==> config.mk <==
export PLATFORM = sky130hd
export DESIGN_NAME = pwm_prescaler
export DESIGN_NICKNAME = d
export VERILOG_FILES = /design/src/rtl/pwm_prescaler.sv
export SDC_FILE = /design/constraint.sdc
export NUM_CORES = 1
export LEC_CHECK = 0
export CAP_MARGIN = 40
export CORE_UTILIZATION = 45
export CTS_CLUSTER_SIZE = 16
export DETAILED_ROUTE_END_ITERATION = 10
export PLACE_DENSITY = 0.7
export REMOVE_ABC_BUFFERS = 1
export SLEW_MARGIN = 20
export SYNTH_ARGS = -nofsm -noshare
export SYNTH_HDL_FRONTEND = slang
export SYNTH_SLANG_ARGS = --single-unit
==> constraint.sdc <==
create_clock -name clk -period 2.5 [get_ports clk]
set_clock_uncertainty 0.2 [all_clocks]
set_input_delay 0.5 -clock clk [delete_from_list [all_inputs] [get_ports clk]]
set_output_delay 0.5 -clock clk [all_outputs]
set_load 0.02 [all_outputs]
==> src/rtl/pwm_prescaler.sv <==
// ---------------------------------------------------------------------------
// pwm_prescaler
//   Clock-enable generator for the PWM datapath. It divides clk by a
//   divisor that can be changed at runtime, and it applies a new divisor
//   only at terminal count (or on a phase restart) so that no output glitches.
//
//   Parameters
//     DIV_W      width of the divisor and of the internal counter (2..16)
//     DIV_RESET  divisor loaded at reset (1 -> clk/4 square on clk_out)
//
//   Ports
//     clk       in   system clock, rising edge
//     reset     in   asynchronous, active-low reset
//     en        in   count enable; low freezes the counter and outputs
//     sync      in   synchronous phase restart strobe (priority over en)
//     div_val   in   new divisor value
//     div_load  in   strobe that captures div_val into the shadow register
//     tick      out  one-cycle pulse per divided period (registered)
//     clk_out   out  divided square wave, period 2*(div_q+1) (registered)
//     pend      out  high while a loaded divisor waits to be applied
//     phase     out  registered counter copy, 0 while tick is high
//                    (present only with PWM_PRESCALER_PHASE_OUT_EN)
//
//   Optional feature macro: PWM_PRESCALER_PHASE_OUT_EN
// ---------------------------------------------------------------------------
module pwm_prescaler #(
   parameter int unsigned DIV_W     = 8,
   parameter int unsigned DIV_RESET = 1
) (
   input  logic             clk,
   input  logic             reset,
   input  logic             en,
   input  logic             sync,
   input  logic [DIV_W-1:0] div_val,
   input  logic             div_load,
   output logic             tick,
   output logic             clk_out,
`ifdef PWM_PRESCALER_PHASE_OUT_EN
   output logic [DIV_W-1:0] phase,
`endif
   output logic             pend
);

   localparam logic [DIV_W-1:0] DIV_RST_V = DIV_W'(DIV_RESET);
   localparam logic [DIV_W-1:0] CNT_ZERO  = {DIV_W{1'b0}};
   localparam logic [DIV_W-1:0] CNT_ONE   = {{(DIV_W-1){1'b0}}, 1'b1};

   logic [DIV_W-1:0] cnt_q,    cnt_d;
   logic [DIV_W-1:0] div_q,    div_d;
   logic [DIV_W-1:0] shadow_q, shadow_d;
   logic             pend_q,   pend_d;
   logic             tog_q,    tog_d;
   logic             tick_q,   tick_d;
   logic             clk_out_q;
   logic             tc_s;

   // Next-state logic: sync restart beats terminal count, which beats counting.
   always_comb begin
      cnt_d    = cnt_q;
      div_d    = div_q;
      shadow_d = shadow_q;
      pend_d   = pend_q;
      tog_d    = tog_q;
      tick_d   = 1'b0;
      // Terminal count only exists on enabled cycles; a frozen counter never
      // reaches it, so a pending divisor waits through the freeze.
      tc_s     = en && (cnt_q == div_q);

      if (sync) begin
         cnt_d = CNT_ZERO;
         tog_d = 1'b0;
         // A load in the same cycle is newer than the shadow and wins.
         if (div_load) begin
            div_d    = div_val;
            shadow_d = div_val;
            pend_d   = 1'b0;
         end else if (pend_q) begin
            div_d  = shadow_q;
            pend_d = 1'b0;
         end else begin
            div_d  = div_q;
            pend_d = 1'b0;
         end
      end else if (tc_s) begin
         cnt_d  = CNT_ZERO;
         tog_d  = ~tog_q;
         tick_d = 1'b1;
         // Period boundary: forward a coincident load directly, otherwise
         // apply whatever the shadow holds.
         if (div_load) begin
            div_d    = div_val;
            shadow_d = div_val;
            pend_d   = 1'b0;
         end else if (pend_q) begin
            div_d  = shadow_q;
            pend_d = 1'b0;
         end else begin
            div_d  = div_q;
            pend_d = 1'b0;
         end
      end else begin
         // cnt_q < div_q here whenever en is high, so the increment cannot wrap.
         if (en) begin
            cnt_d = cnt_q + CNT_ONE;
         end else begin
            cnt_d = cnt_q;
         end
         if (div_load) begin
            shadow_d = div_val;
            pend_d   = 1'b1;
         end else begin
            shadow_d = shadow_q;
            pend_d   = pend_q;
         end
      end
   end

   // State and output registers; clk_out is a registered copy of the toggle.
   always_ff @(posedge clk or negedge reset) begin
      if (!reset) begin
         cnt_q     <= CNT_ZERO;
         div_q     <= DIV_RST_V;
         shadow_q  <= CNT_ZERO;
         pend_q    <= 1'b0;
         tog_q     <= 1'b0;
         tick_q    <= 1'b0;
         clk_out_q <= 1'b0;
      end else begin
         cnt_q     <= cnt_d;
         div_q     <= div_d;
         shadow_q  <= shadow_d;
         pend_q    <= pend_d;
         tog_q     <= tog_d;
         tick_q    <= tick_d;
         clk_out_q <= tog_q;
      end
   end

`ifdef PWM_PRESCALER_PHASE_OUT_EN
   logic [DIV_W-1:0] phase_q;

   // Phase tracks the counter value that accompanies the registered tick,
   // so it reads 0 exactly while tick is high.
   always_ff @(posedge clk or negedge reset) begin
      if (!reset) begin
         phase_q <= CNT_ZERO;
      end else begin
         phase_q <= cnt_d;
      end
   end

   assign phase = phase_q;
`endif

   assign tick    = tick_q;
   assign clk_out = clk_out_q;
   assign pend    = pend_q;

endmodule

After elaboration in Yosys (flattened, before gate mapping)

Index checks and enable logic that the tools add are counted.

Bits in registers: 28
Bits in latches: 0
RAM bits: 0
ROM bits: 0
Output and inout bits: 3
Memories: 0

$add $sub $neg: 1
$mul: 0
Div/mod/pow operators: 0
Order comparisons: 0
Eq/ne operators: 1
Shifts and indexed selects: 0
Multiplexer cells: 14
Bitwise logic cells: 1
Reduce and logical (&&, ||, !) cells: 4

Operator list:

| operator              | number |
|---|---|
| $mux W8               | 7 |
| $add A8 B1 Y8 const B | 1 |
| $eq A8 B8 Y1          | 1 |
| $mux W1               | 7 |
| $reduce_bool A3 Y1    | 2 |
| $reduce_bool A2 Y1    | 1 |
| $logic_and A1 B1 Y1   | 1 |
| $not A1 Y1            | 1 |

Logic depth before layout (Yosys ltp)

Word-level depth: 4
Gate-level depth with buffers: 6
Depth with buffers taken out: 5

Worst setup path before layout

Ideal clock, no wire load.

Path kind: input -> register
Start: in div_load
End: reg div_q[6]
Data arrival time: 1.461 ns
Data required time: 2.168 ns
Path slack: 0.707 ns
Cell stages on the path: 5
Buffers on the path: 2
Path through: buf_4 buf_6 mux2_4 a222oi_1 nand3_1

Word-level cells in the longest chain between the ends: 3

RTL lines:

| element              | RTL line | RTL |
|---|---|---|
| start, declared      | 35       | `input logic div_load,` |
| $mux W8 (*)          | 73, 90   |  |
| $mux W8              | 84       | `end else if (tc_s) begin` |
| $mux W8 (*)          | 69       | `if (sync) begin` |
| net div_d[6]         | 49       | `logic [DIV_W-1:0] div_q, div_d;` |
| end signal, assigned | 130      | `div_q <= div_d;` |
| end, declared        | 49       |  |

Mark *: on every way through the listed nets, which the timed path passes. The rest lies on a longest branch. The select of a mux whose other input is x is not followed.
A chain may end at the register's enable or synchronous reset.

Worst setup path in the final report

Start: reg pend_q, in the netlist pend
End: out pend

RTL lines:

| element                | RTL line | RTL |
|---|---|---|
| start, declared        | 51       | `logic pend_q, pend_d;` |
| start signal, assigned | 132      | `pend_q <= pend_d;` |
| end, declared          | 41       | `output logic pend` |

No word-level cell between the ends.

==> impl_metrics.ini <==
[outcome]
status = completed

[cts]
path_clk_slew_ns = 0.14
cts_root_buf = clkbuf_4
ctsResizeCount = 0
clk_path_buf_depth = 2
cts_hold_buf = 0
post_cts_buffers = 0
clk_latency_ns = 0.32
cts.sinks = 28
cts_tree = built
cts-buffers-inserted = 3
cts-htree-levels = 1

[logic_synthesis]
yosys_register_bits = 28
yosysWarnings = 0
ys_types = 29
synth_top_area_cell = dfrtp_1
seq_area_frac_synth_pct = 47.06
synth_area_sq_mm = 0.001491
synth_edf_count = 0
synthCells = 142
synthTopCellsByCount = 27 x dfrtp_1, 16 x o21ai_0, 11 x nand3_1, 11 x xnor2_1, 10 x nor2_1
synth_most_common_cell = dfrtp_1
async_reset_ff_share_pct = 100.0
syn_area_per_cell_sq_um = 10.50
synth_top_cell_area_share_pct = 45.30
synthTopCellsByArea = dfrtp_1 45%, xnor2_1 6.5%, a222oi_1 5.4%
synth_ff_type = dfrtp_1

[timing]
tightest_slew_ns = 0.4226
drv_slew = 0
fmax_mhz = 436.5
slew_headroom_pct = 71.83
fin_tns_setup_ns = 0
rsz0062_at_grt = false
finalSetupViolations = 0
finalCriticalPeriod_ns = 2.291
period_share_pct = 91.64
finalHoldViolCount = 0

[power]
comb_power_share_pct = 20.3
power.switching_mw = 0.2488
p_clk_share_pct = 21.2
ir_drop_uv = 190.7
p_int_mw = 0.6459
power.leakage_nw = 0.6449
total_power_mw = 0.8947
switching_share_pct = 27.81
power_density_mw_per_mm2 = 517.0
seqPwrFrac_pct = 58.5

[worst_setup_path]
crit_path_cell_trace = clkdlybuf4s50_1
crit_path_end_kind = output port
reg2reg_slack_ns = 0.49
critPathRequiredTime_ns = 1.80
slowest_stage = clkdlybuf4s50_1
crit_path_max_incr_delay_ns = 0.68
timing.rr.end = div_q[0]$_DFFE_PN1P_
cp-start-kind = flip-flop
crit_family = buffers and inverters
cp_max_fo = 10
criticalPathCategory = reg -> out
crit_buf_inv = 1
regToRegStartpoint = cnt_q[3]$_DFFE_PN0P_
critical_path_arrival_ns = 1.59
reg2reg_depth = 5

[detailed_routing]
firstDrtPassIters = 4
drc = 0
ant_nets = 0
wire_per_inst_microns = 15.14
drt-initial-drc-count = 50
wl_microns = 3073
via_per_inst = 5.803
num_vias = 1178

[cells_and_area]
drive_gt1_share_pct = 9.434
syn2layout_area_growth_pct = 16.02
layout.nets = 174
antennaDiodeCount = 0

[global_route]
track_usage_pct = 19.59
use_met1_pct = 24.62
grt_pass1_vias = 1180
busiest_layer = met2
grt_pass1_wl_microns = 5168
grt_util_met2_pct = 31.94
antenna_found_initial = 0
grt_overflow = 0
met3_usage_pct = 2.620
grt_max_degree = 29

[placed_design]
hpwl_microns = 2129
io_buffers = 15
globalplace.congestion = 0.7531

[floorplanning]
boundaryPins = 16
die_w_microns = 59.57
rows = 20
die_area_sq_mm = 0.003549
die_y_microns = 59.57
start_util_pct = 48.06
core_area_sq_mm = 0.003103

[flow_run]
maxCapViolations = 0

[hold_path]
hold_class = reg -> reg
hold_depth = 0
min_to = clk_out$_DFF_PN0_
min-delay-start = tog_q$_DFFE_PN0P_
==> layer usage <==
layer	up-vias	share of wire [%]
met5	-	0
met4	0	2.7
met3	8	4.5
met2	37	48
met1	570	45
li1	563	-
==> stage by stage <==
step	instance area [sq um]	hold WS, ns	util, %	setup WS [ns]	instances
global route	1730	0.2418	55.77	0.1530	203
floorplan	1426	0.004409	-	0.5156	132
detailed placement	1704	0.1993	54.92	0.1764	199
finish	1730	0.2233	55.77	0.2090	203
global placement	1704	0.1893	54.92	0.2135	199
CTS	1730	0.2290	55.77	0.2171	203
==> logic make-up (layout without fill, tap and decap cells) <==
kind of cell,Yosys count,in the layout,synth area share [%]
adders and majority gates,1,1,0.8388
muxes,8,8,6.292
DFF,28,28,47.06
buffers and inverters,13,30,5.117
xor gates and xnor gates,14,14,8.222
AOI/OAI and AO/OA,31,31,15.18
and+or+nand+nor,47,47,17.28
==> placed cells by master, fill, tap and decap left out, drive strengths merged, types with 2 or more instances in the layout <==
cell           Yosys  routed
xor2               3       3
nand2              5       5
clkdlybuf4s50      0      15
o2111ai            2       2
dfrtp             27      27
o21ai             16      16
o31ai              4       4
inv                2       2
buf                6       8
a222oi             8       8
clkbuf             3       4
nor2              11      11
nor2b              8       8
or4                9       9
mux2               8       8
xnor2             11      11
nand3             11      11
==> registers in the layout, indices dropped and copies added, names as in the netlist <==
| register | flops |
|---|---|
| shadow_q | 8 |
| pend | 1 |
| cnt_q | 8 |
| div_q | 8 |
| clk_out | 1 |
| tog_q | 1 |
| tick | 1 |
==> worst max-delay path by stage <==
stage               slack (ns)  cells after the start              endpoint            startpoint
CTS                       0.22                      1                  pend      pend$_DFFE_PN0P_
global route              0.15                      1                  pend      pend$_DFFE_PN0P_
global placement          0.21                      5  div_q[3]$_DFFE_PN0P_              div_load
finish                    0.21                      1                  pend      pend$_DFFE_PN0P_
detailed placement        0.18                      5  div_q[5]$_DFFE_PN0P_              div_load
floorplan                 0.52                      4     tog_q$_DFFE_PN0P_  div_q[0]$_DFFE_PN1P_
==> power groups by stage <==
stage	combinational, mW	clock, mW	sequential [mW]
finish	0.182	0.189	0.524
global route	0.202	0.222	0.528
CTS	0.182	0.198	0.523
detailed placement	0.181	0	0.531
global placement	0.176	0	0.529
floorplan	0.109	0	0.522
==> area by class of cell <==
class / count / area, sq um
fill: 271 / 1373
timing repair buffer: 23 / 222.7
multi-input combinational: 101 / 713.2
inverter: 3 / 11.26
sequential: 28 / 701.9
tap: 44 / 55.05
clock buffer: 4 / 26.28
Note: power is estimated with default switching activity, not from simulation.
==> RTL change (same settings) <==
`DIV_W`: 8 -> 12.
--- a/src/rtl/pwm_prescaler.sv
+++ b/src/rtl/pwm_prescaler.sv
@@ -26,3 +26,3 @@
 module pwm_prescaler #(
-   parameter int unsigned DIV_W     = 8,
+   parameter int unsigned DIV_W     = 12,
    parameter int unsigned DIV_RESET = 1
Ports: changed (resized div_val); port bits go from 16 to 20. No check against the original RTL was run, so the function may have changed too.
==> RTL change against the original RTL <==
Area after synthesis up 28%; total power increased by 51%; wire length increased by 29%; setup slack improved by 36 ps; count of clock-buffer cells in the layout rose by 3; register-to-register slack worse by 240 ps; design area up 31%; first-iteration DRC count increased by 44%; global-route usage increased by 1.2 points; sequential cell count rose by 12.
==> RTL change: results (changes against the original RTL) <==
[routing]
wl_met3_microns = 130  ; -5.1%
wl_met1_microns = 1885  ; +37%
via_per_inst = 5.458  ; -5.9%

[clock_tree]
root_buffer = clkbuf_8
clk_pin_slew_ps = 80  ; -60 ps
htreeDepth = 2  ; +1
cts_hold_buffers = 1  ; +1
cts_buffers = 5  ; +2
clock_latency_ps = 290  ; -30 ps

[global_routing]
grt_max_degree = 26  ; -10%
met1_usage = 0.2685  ; +0.02230
grt_util_met2 = 0.3300  ; +0.01058
use_met3 = 0.04623  ; +0.02003
track_usage = 0.2078  ; +0.01192

[pwr]
switching_share = 0.2658  ; -0.01231
leakage_nw = 1.028  ; +59%
irDropWorstVdd_mv = 0.4025  ; +110%

[finish]
buffer_area_frac = 0.1161  ; -0.01262
fillers = 349  ; +29%
drive_gt1_frac = 0.1095  ; +0.01511
multiInputGateArea_sq_um = 798.3  ; +12%
seq_cells = 40  ; +43%
num-nonclk-inverters = 15  ; +12

[logic_synthesis]
synth_common_cells = dfrtp_1, inv_1, xor2_1, a21oi_1
ys_top_cells_by_area = dfrtp_1, xor2_1, mux2i_1
yosysUniqueCellTypes = 38  ; +31%

[critical_path]
regToRegStartpoint = div_q[0]$_DFFE_PN1P_
cpMaxStageDelayCell = nor4_1
slowest_delay_ps = 580  ; -100 ps
worstPathArrival_ps = 2220  ; +630 ps

[place]
globalplace.congestion = 0.9327  ; +24%

[run_status]
outcome = finished clean

## RTL change: cell count changes in the layout (fill, tap and decap cells not counted), sizes merged, moves of 5 or more
| cell | change |
|---|---|
| nor2b | -6 |
| a32oi | +12 |
| a222oi | -8 |
| xnor2 | -5 |
| mux2i | +12 |
| or4 | -8 |
| dfrtp | +12 |
| nand3 | -9 |
| o21ai | -16 |
| a21oi | +12 |
| mux2 | -7 |
| xor2 | +12 |
| inv | +13 |
## RTL change: how the worst min path moves through the flow
stage	startpoint	endpoint	slack (ps)
after floorplan	reset	clk_out$_DFF_PN0_	4
after global placement	tog_q$_DFFE_PN0P_	clk_out$_DFF_PN0_	180
after detailed placement	tog_q$_DFFE_PN0P_	clk_out$_DFF_PN0_	180
after CTS	tog_q$_DFFE_PN0P_	clk_out$_DFF_PN0_	190
after global routing	tog_q$_DFFE_PN0P_	clk_out$_DFF_PN0_	210
final	tog_q$_DFFE_PN0P_	clk_out$_DFF_PN0_	190
## RTL change: power groups by stage
stage / registers [mW] / clock network (mW) / logic, mW
after detailed placement: 0.751 / 0 / 0.195
after floorplan: 0.742 / 0 / 0.109
final: 0.738 / 0.415 / 0.196
after CTS: 0.738 / 0.418 / 0.198
after global routing: 0.744 / 0.454 / 0.221
after global placement: 0.751 / 0 / 0.185
## RTL change: cells by family after synthesis
family	Yosys count	share of synthesized area
adder cells (fa/ha/maj)	1	0.006578
flip-flops	40	0.5270
AND/OR/NAND/NOR	43	0.1289
multiplexers	13	0.06908
AO/OA/AOI/OAI	31	0.1184
buffers and inverters	25	0.05329
XOR/XNOR	21	0.09671
## RTL change: stage by stage
step	std cells	instance area (sq um)
after global routing	251	2263
after floorplan	164	1857
after global placement	242	2172
final	251	2263
after detailed placement	242	2172
after CTS	251	2263
